## src/rtl/channel_pkg.sv

```systemverilog
// ----------------------------------------------------------------------------
// channel_pkg
//   Shared constants and the FSM state type for channel_frame_deframer.
//   Optional feature macro: CHANNEL_FRAME_CHECKSUM_EN adds the CHK state.
//   No ports (package).
// ----------------------------------------------------------------------------
package channel_pkg;

   localparam int NUM_CHANNELS_DEF = 14;
   localparam int DATA_WIDTH_DEF   = 8;
   localparam int CH_IDX_W         = 4;

   typedef enum logic [1:0] {
      ST_HUNT = 2'd0,
      ST_RUN  = 2'd1
`ifdef CHANNEL_FRAME_CHECKSUM_EN
      ,
      ST_CHK  = 2'd2
`endif
   } state_t;

endpackage

```

## src/rtl/frame_xor_accum.sv

```systemverilog
// ----------------------------------------------------------------------------
// frame_xor_accum
//   Running XOR of the samples of one frame, used as the frame checksum.
//   Ports:
//     clk, rst_n   : clock, asynchronous active-low reset
//     clear        : restart the sum (combined with accumulate, loads data)
//     accumulate   : fold data into the sum this cycle
//     data         : sample to fold in
//     value        : current checksum
// ----------------------------------------------------------------------------
module frame_xor_accum #(
   parameter int W = 8
) (
   input  logic         clk,
   input  logic         rst_n,
   input  logic         clear,
   input  logic         accumulate,
   input  logic [W-1:0] data,
   output logic [W-1:0] value
);

   always_ff @(posedge clk or negedge rst_n) begin
      if (!rst_n) begin
         value <= '0;
      end else if (clear && accumulate) begin
         // A new frame's channel 0 starts the sum directly.
         value <= data;
      end else if (clear) begin
         value <= '0;
      end else if (accumulate) begin
         value <= value ^ data;
      end
   end

endmodule

```

## src/rtl/channel_frame_deframer.sv

```systemverilog
// ----------------------------------------------------------------------------
// channel_frame_deframer
//   Demultiplexes an interleaved byte stream into per-channel samples.
//   A byte qualified with frame_start_in is channel 0 of a frame; following
//   bytes carry channels 1..NUM_CHANNELS-1. All outputs are registered.
//   Optional macro CHANNEL_FRAME_CHECKSUM_EN: a trailing XOR checksum byte
//   follows each frame and is verified in the CHK state.
//   Ports:
//     clk, rst_n        : clock, asynchronous active-low reset
//     ena               : global enable; low freezes state and kills strobes
//     data_in           : incoming sample byte
//     data_valid_in     : data_in is valid (byte accepted when ena is high)
//     frame_start_in    : the accepted byte is channel 0 of a new frame
//     sample_out        : demultiplexed sample
//     channel_out       : channel index of sample_out
//     sample_valid_out  : one-cycle strobe, sample_out/channel_out valid
//     frame_done_out    : one-cycle strobe, frame complete
//     frame_error_out   : one-cycle strobe, frame aborted or bad checksum
//     in_sync_out       : high while a frame is in progress
//     state_dbg         : current FSM state, for observation only
//   Handshake: there is no back-pressure; a byte is consumed in every cycle
//   where ena && data_valid_in, and each strobe appears one cycle later.
// ----------------------------------------------------------------------------
module channel_frame_deframer
   import channel_pkg::*;
#(
   parameter int NUM_CHANNELS = NUM_CHANNELS_DEF,
   parameter int DATA_WIDTH   = DATA_WIDTH_DEF
) (
   input  logic                  clk,
   input  logic                  rst_n,
   input  logic                  ena,
   input  logic [DATA_WIDTH-1:0] data_in,
   input  logic                  data_valid_in,
   input  logic                  frame_start_in,
   output logic [DATA_WIDTH-1:0] sample_out,
   output logic [CH_IDX_W-1:0]   channel_out,
   output logic                  sample_valid_out,
   output logic                  frame_done_out,
   output logic                  frame_error_out,
   output logic                  in_sync_out,
   output logic [1:0]            state_dbg
);

   localparam logic [CH_IDX_W-1:0] LAST_CH = CH_IDX_W'(NUM_CHANNELS - 1);
   localparam logic [CH_IDX_W-1:0] CH_ONE  = CH_IDX_W'(1);

   state_t                state_q, state_d;
   logic [CH_IDX_W-1:0]   cnt_q, cnt_d;
   logic [DATA_WIDTH-1:0] sample_d;
   logic [CH_IDX_W-1:0]   channel_d;
   logic                  sv_d, done_d, err_d;
   logic                  acc;

`ifdef CHANNEL_FRAME_CHECKSUM_EN
   logic                  sum_clear, sum_acc;
   logic [DATA_WIDTH-1:0] sum_value;

   frame_xor_accum #(.W(DATA_WIDTH)) u_sum (
      .clk        (clk),
      .rst_n      (rst_n),
      .clear      (sum_clear),
      .accumulate (sum_acc),
      .data       (data_in),
      .value      (sum_value)
   );
`endif

   assign acc       = ena && data_valid_in;
   assign state_dbg = state_q;

   always_comb begin
      state_d   = state_q;
      cnt_d     = cnt_q;
      sample_d  = sample_out;
      channel_d = channel_out;
      sv_d      = 1'b0;
      done_d    = 1'b0;
      err_d     = 1'b0;
`ifdef CHANNEL_FRAME_CHECKSUM_EN
      sum_clear = 1'b0;
      sum_acc   = 1'b0;
`endif
      if (acc) begin
         if (frame_start_in) begin
            // Resync from any state; an interrupted frame is flagged.
            sample_d  = data_in;
            channel_d = '0;
            sv_d      = 1'b1;
            err_d     = (state_q != ST_HUNT);
            cnt_d     = CH_ONE;
            state_d   = ST_RUN;
`ifdef CHANNEL_FRAME_CHECKSUM_EN
            sum_clear = 1'b1;
            sum_acc   = 1'b1;
`endif
         end else begin
            case (state_q)
               ST_RUN: begin
                  sample_d  = data_in;
                  channel_d = cnt_q;
                  sv_d      = 1'b1;
`ifdef CHANNEL_FRAME_CHECKSUM_EN
                  sum_acc   = 1'b1;
`endif
                  if (cnt_q == LAST_CH) begin
                     // Counter saturates at the last channel; it is cleared
                     // only when the frame ends.
`ifdef CHANNEL_FRAME_CHECKSUM_EN
                     state_d = ST_CHK;
`else
                     done_d  = 1'b1;
                     state_d = ST_HUNT;
                     cnt_d   = '0;
`endif
                  end else begin
                     cnt_d = cnt_q + CH_ONE;
                  end
               end
`ifdef CHANNEL_FRAME_CHECKSUM_EN
               ST_CHK: begin
                  // Checksum byte is consumed, never emitted as a sample.
                  if (sum_value == data_in) done_d = 1'b1;
                  else                      err_d  = 1'b1;
                  state_d = ST_HUNT;
                  cnt_d   = '0;
               end
`endif
               default: ;  // HUNT: discard until a frame start
            endcase
         end
      end
   end

   always_ff @(posedge clk or negedge rst_n) begin
      if (!rst_n) begin
         state_q <= ST_HUNT;
         cnt_q   <= '0;
      end else begin
         state_q <= state_d;
         cnt_q   <= cnt_d;
      end
   end

   always_ff @(posedge clk or negedge rst_n) begin
      if (!rst_n) begin
         sample_out       <= '0;
         channel_out      <= '0;
         sample_valid_out <= 1'b0;
         frame_done_out   <= 1'b0;
         frame_error_out  <= 1'b0;
         in_sync_out      <= 1'b0;
      end else begin
         sample_out       <= sample_d;
         channel_out      <= channel_d;
         sample_valid_out <= sv_d;
         frame_done_out   <= done_d;
         frame_error_out  <= err_d;
         in_sync_out      <= (state_d != ST_HUNT);
      end
   end

endmodule

```

## config.mk

```make
export PLATFORM = sky130hd
export DESIGN_NAME = channel_frame_deframer
export DESIGN_NICKNAME = d
export VERILOG_FILES = /design/src/rtl/channel_pkg.sv /design/src/rtl/frame_xor_accum.sv /design/src/rtl/channel_frame_deframer.sv
export SDC_FILE = /design/constraint.sdc
export NUM_CORES = 1
export LEC_CHECK = 0
export ABC_CLOCK_PERIOD_IN_PS = 2500
export CAP_MARGIN = 30
export CORE_ASPECT_RATIO = 1.1
export CORE_UTILIZATION = 47
export CTS_CLUSTER_SIZE = 14
export DETAILED_ROUTE_END_ITERATION = 6
export PLACE_DENSITY = 0.82
export SLEW_MARGIN = 20
export SYNTH_ARGS = -nofsm -noshare
export SYNTH_HDL_FRONTEND = slang
export SYNTH_HIERARCHICAL = 1
export SYNTH_SLANG_ARGS = --single-unit
```

## constraint.sdc

```tcl
create_clock -name clk -period 2.5 [get_ports clk]
set_input_delay 0.25 -clock clk [delete_from_list [all_inputs] [get_ports clk]]
set_output_delay 0.25 -clock clk [all_outputs]
set_load 0.1 [all_outputs]
```

Yosys cells after proc, flatten, opt, wreduce, memory -nomap -nowiden
Index checks and enable logic that the tools add are counted.
{"block": "word_totals", "register_bits": 22, "out_inout_bits": 18, "word_cells": 36}
{"block": "classes", "addsub": 1, "eq_ne": 2, "muxes": 20, "reduce_logical": 5}
{"cell": "2-to-1 mux 4 bit", "n": 5}
{"cell": "2-to-1 mux 8 bit", "n": 2}
{"cell": "2-to-1 mux 1 bit", "n": 9}
{"cell": "2-to-1 mux 2 bit", "n": 4}
{"cell": "nonzero test 2 bit", "n": 3}
{"cell": "adder 4 x 1 -> 4 bit, second input constant", "n": 1}
{"cell": "equality test 4 bit, second input constant", "n": 1}
{"cell": "equality test 2 x 1 -> 1 bit, second input constant", "n": 1}
{"cell": "AND reduction 2 bit", "n": 1}
{"cell": "logical AND 1 bit", "n": 1}

Longest topological paths before layout
{"block": "logic_depth", "word_depth": 6, "depth_mapped": 6, "depth_no_buf": 6}

Least setup slack after synthesis
No wires, ideal clock.
{"block": "synth_timing", "kind": "register -> register", "from": "reg state_q[0] (netlist: state_dbg[0])", "to": "reg cnt_q[2]", "t_arrival_ps": 1880, "required_ps": 2399, "slack_ps": 520, "stages_incl_launch_ff": 5, "n_path_buf": 0, "synth_period_minus_slack_ps": 1980, "path_cell_list": "dfrtp_1 nor2b_4 nor3b_4 nand2_2 o311ai_2"}
{"block": "synth_via", "elab_chain_len": 3}
{"element": "from (decl)", "line": "channel_frame_deframer.sv:48", "source": "state_t state_q, state_d;"}
{"element": "from (signal assigned)", "line": "channel_frame_deframer.sv:140", "source": "state_q <= state_d;"}
{"element": "equality test 2 x 1 -> 1 bit", "line": "channel_frame_deframer.sv:98", "source": "case (state_q)"}
{"element": "nonzero test 2 bit (no line)"}
{"element": "AND reduction 2 bit (no line)"}
{"element": "to (signal assigned)", "line": "channel_frame_deframer.sv:141", "source": "cnt_q <= cnt_d;"}
{"element": "to (decl)", "line": "channel_frame_deframer.sv:49", "source": "logic [CH_IDX_W-1:0] cnt_q, cnt_d;"}
No other way between the ends.
A chain may end at the register's enable or synchronous reset.

Worst setup path after layout
{"block": "layout_timing", "from": "reg cnt_q[1]", "to": "reg state_q[0] (netlist: state_dbg[0])"}
{"block": "layout_via", "elab_chain_len": 5}
{"element": "equality test 4 bit", "line": "channel_frame_deframer.sv:106", "source": "if (cnt_q == LAST_CH) begin"}
{"element": "2-to-1 mux 2 bit", "line": "channel_frame_deframer.sv:106"}
{"element": "2-to-1 mux 2 bit", "line": "channel_frame_deframer.sv:98"}
{"element": "2-to-1 mux 2 bit", "line": "channel_frame_deframer.sv:85", "source": "if (frame_start_in) begin"}
{"element": "2-to-1 mux 2 bit", "line": "channel_frame_deframer.sv:84", "source": "if (acc) begin"}
{"element": "via state_d[0]", "line": "channel_frame_deframer.sv:48"}
The timed path passes the listed nets, and every way through them passes these cells.

==> out/metrics.cfg <==
[run_status]
status=finished with violations
violations=DRC

[run]
cap_violations=0

[grt]
grt_usage_pct=16.5
grt_antenna_before_repair=0
overflow=0
grt_pass1_vias=566
grt_max_degree=23
grt_pass1_wl_um=2440

[sta]
final_hold_viol_count=0
finalCriticalPeriod_ns=1.47
final_max_slew_viol_count=0
setup_viol=0
finClkSkew_ns=0.00323
slew_headroom_pct=71.0
tightest_slew_ns=0.433
rsz0062_at_grt=no
finalSetupTns_ns=0
post-route-period-util_pct=58.9
fin_ws_ns=1.03
hold-worst-slack_ns=0.286
max_freq_mhz=680

[setup_path]
startpoint_type=flop
arrival_ns=1.67
end_kind=flop
regToRegSetupSlack_ns=1.03
worst-setup-path-type=reg -> reg
crit_required_ns=2.70
cp_max_fo=4

[yosys]
yosysSeqAreaShare_pct=60.4
syn_avg_cell_area_um2=13.2
ys_ff_latch=22
yosysWarnings=6
syn_nets=84
netlist-cell-type-count=22
synth_area_um2=911
syn_inst=69

[min_path]
min_path_type=in -> async

[pwr]
ir_drop_mv=0.695
leakage_nw=0.576
power_per_cell_area_nw_per_um2=845

[clock_network]
clockRootBuffer=clkbuf_4
cts_tree=yes
clock_path_buffers=2
clkTransAtPathRegs_ns=0.11
h-tree-depth=1
cts_sinks=22
clock_latency_ns=0.30
post_cts_buffers=0
cts_resized=0
cts_buffers=3
ctsHoldBuffers=0

[route]
routed_wl_um=1700
drtIter0Drc=24
drc=2
wl_per_cell_um=14.1
routed_via_density=5.33
drtPass1Iterations=6
vias=639
ant_nets=0

[floorplan]
die_area_um2=2120
num_io_pins=31
die_h_um=48.2
dieWidth_um=44.0
rows=16
coreArea_um2=1800
start_util_pct=50.6

[placement]
pre_cts_ws_ns=0.735
dp_hpwl_um=1240
gp_congestion=0.684
portBuffers=30

[layout]
final_nets=119
n_antenna_cell=0
syn2layout_area_growth_pct=33.0
layout-drive-gt1-share_pct=35.3

-- per-layer routing --
metal	wire length, um	global-route usage (%)
met2	861	26.6
met3	62	2.59
met4	43	10.9
met5	0	0
met1	729	21.2
-- per-stage QoR --
stage / total power [mW] / utilization, % / instances / cell area, um2
6_report: 1.02 / 67.2 / 120 / 1210
5_1_grt: 1.07 / 67.2 / 120 / 1210
4_1_cts: 1.03 / 67.2 / 120 / 1210
3_5_place_dp: 0.878 / 66.0 / 117 / 1190
3_3_place_gp: 0.869 / 66.0 / 117 / 1190
2_1_floorplan: 0.770 / - / 69 / 911
-- synthesized netlist by cell type, drive strengths merged --
cell,count,share of area (%)
dfrtp,22,60
mux2,8,9.9
nand2,7,3.2
a22o,4,3.8
inv,4,1.6
nand3,4,2.2
nor2,3,1.2
o21ai,3,1.6
ha,2,2.7
nor2b,2,2.2
a21oi,1,0.55
a22oi,1,0.82
and2,1,0.69
buf,1,0.82
nand3b,1,0.82
nor3b,1,2.1
o21bai,1,2.1
o22ai,1,0.69
o311ai,1,1.8
or2,1,0.69
-- report_power, final --
| part | internal, mW | switching [mW] | leakage [nW] |
|---|---|---|---|
| clock | 0.0562 | 0.0988 | 0.0138 |
| sequential | 0.402 | 0.0350 | 0.273 |
| combinational | 0.107 | 0.324 | 0.289 |
| total | 0.566 | 0.458 | 0.576 |
-- layout by cell type, fill, tap and decap left out, drive strengths merged --
| cell | netlist | layout |
|---|---|---|
| or2 | 1 | 1 |
| buf | 1 | 19 |
| o21ai | 3 | 3 |
| a22oi | 1 | 1 |
| clkbuf | 0 | 3 |
| dfrtp | 22 | 22 |
| mux2 | 8 | 8 |
| a21oi | 1 | 1 |
| nor2b | 2 | 2 |
| nand3b | 1 | 1 |
| o21bai | 1 | 1 |
| nor3b | 1 | 1 |
| clkdlybuf4s50 | 0 | 12 |
| ha | 2 | 2 |
| and2 | 1 | 1 |
| a22o | 4 | 4 |
| inv | 4 | 4 |
| nor2 | 3 | 3 |
| nand2 | 7 | 7 |
| nand3 | 4 | 4 |
| o311ai | 1 | 1 |
| o22ai | 1 | 1 |
-- sequential cells by signal (all words and copies together), names as in the netlist --
| register | flops |
|---|---|
| state_dbg | 2 |
| sample_out | 8 |
| channel_out | 4 |
| frame_error_out | 1 |
| frame_done_out | 1 |
| in_sync_out | 1 |
| cnt_q | 4 |
| sample_valid_out | 1 |
-- worst paths after layout --
| path | start | cells past startpoint | endpoint |
|---|---|---|---|
| min in group clk | sample_out[2] | 1 | sample_out[2] |
| max in group asynchronous | rst_n | 2 | state_dbg[1] |
| min reg2reg | sample_out[2] | 1 | sample_out[2] |
| min | rst_n | 2 | channel_out[1] |
| max | cnt_q[1] | 6 | state_dbg[0] |
| max reg2reg | cnt_q[1] | 6 | state_dbg[0] |
-- worst max-delay path, stage by stage, from the launching register on --
cell	delay [ns]
dfrtp_1	0.44
inv_1	0.09
ha_1	0.14
nand3_1	0.14
or2_2	0.33
o21ai_0	0.16
nand2_1	0.07
-- cell type report --
| cell class | instances | area, um2 |
|---|---|---|
| Timing Repair Buffer | 31 | 263 |
| Inverter | 4 | 15.0 |
| Tap cell | 18 | 22.5 |
| Multi-Input combinational cell | 42 | 338 |
| Fill cell | 143 | 591 |
| Sequential cell | 22 | 551 |
| Clock buffer | 3 | 22.5 |
-- cell families (layout without fill, tap and decap cells) --
kind of cell	after synthesis	count (layout)	share of synthesized area [%]
flip-flops	22	22	60.4
multiplexers	8	8	9.89
adder cells (fa/ha/maj)	2	2	2.75
AO/OA/AOI/OAI	12	12	11.4
buffers and inverters	5	38	2.47
AND/OR/NAND/NOR	20	20	13.1
Power figures use the tool's default switching activity.
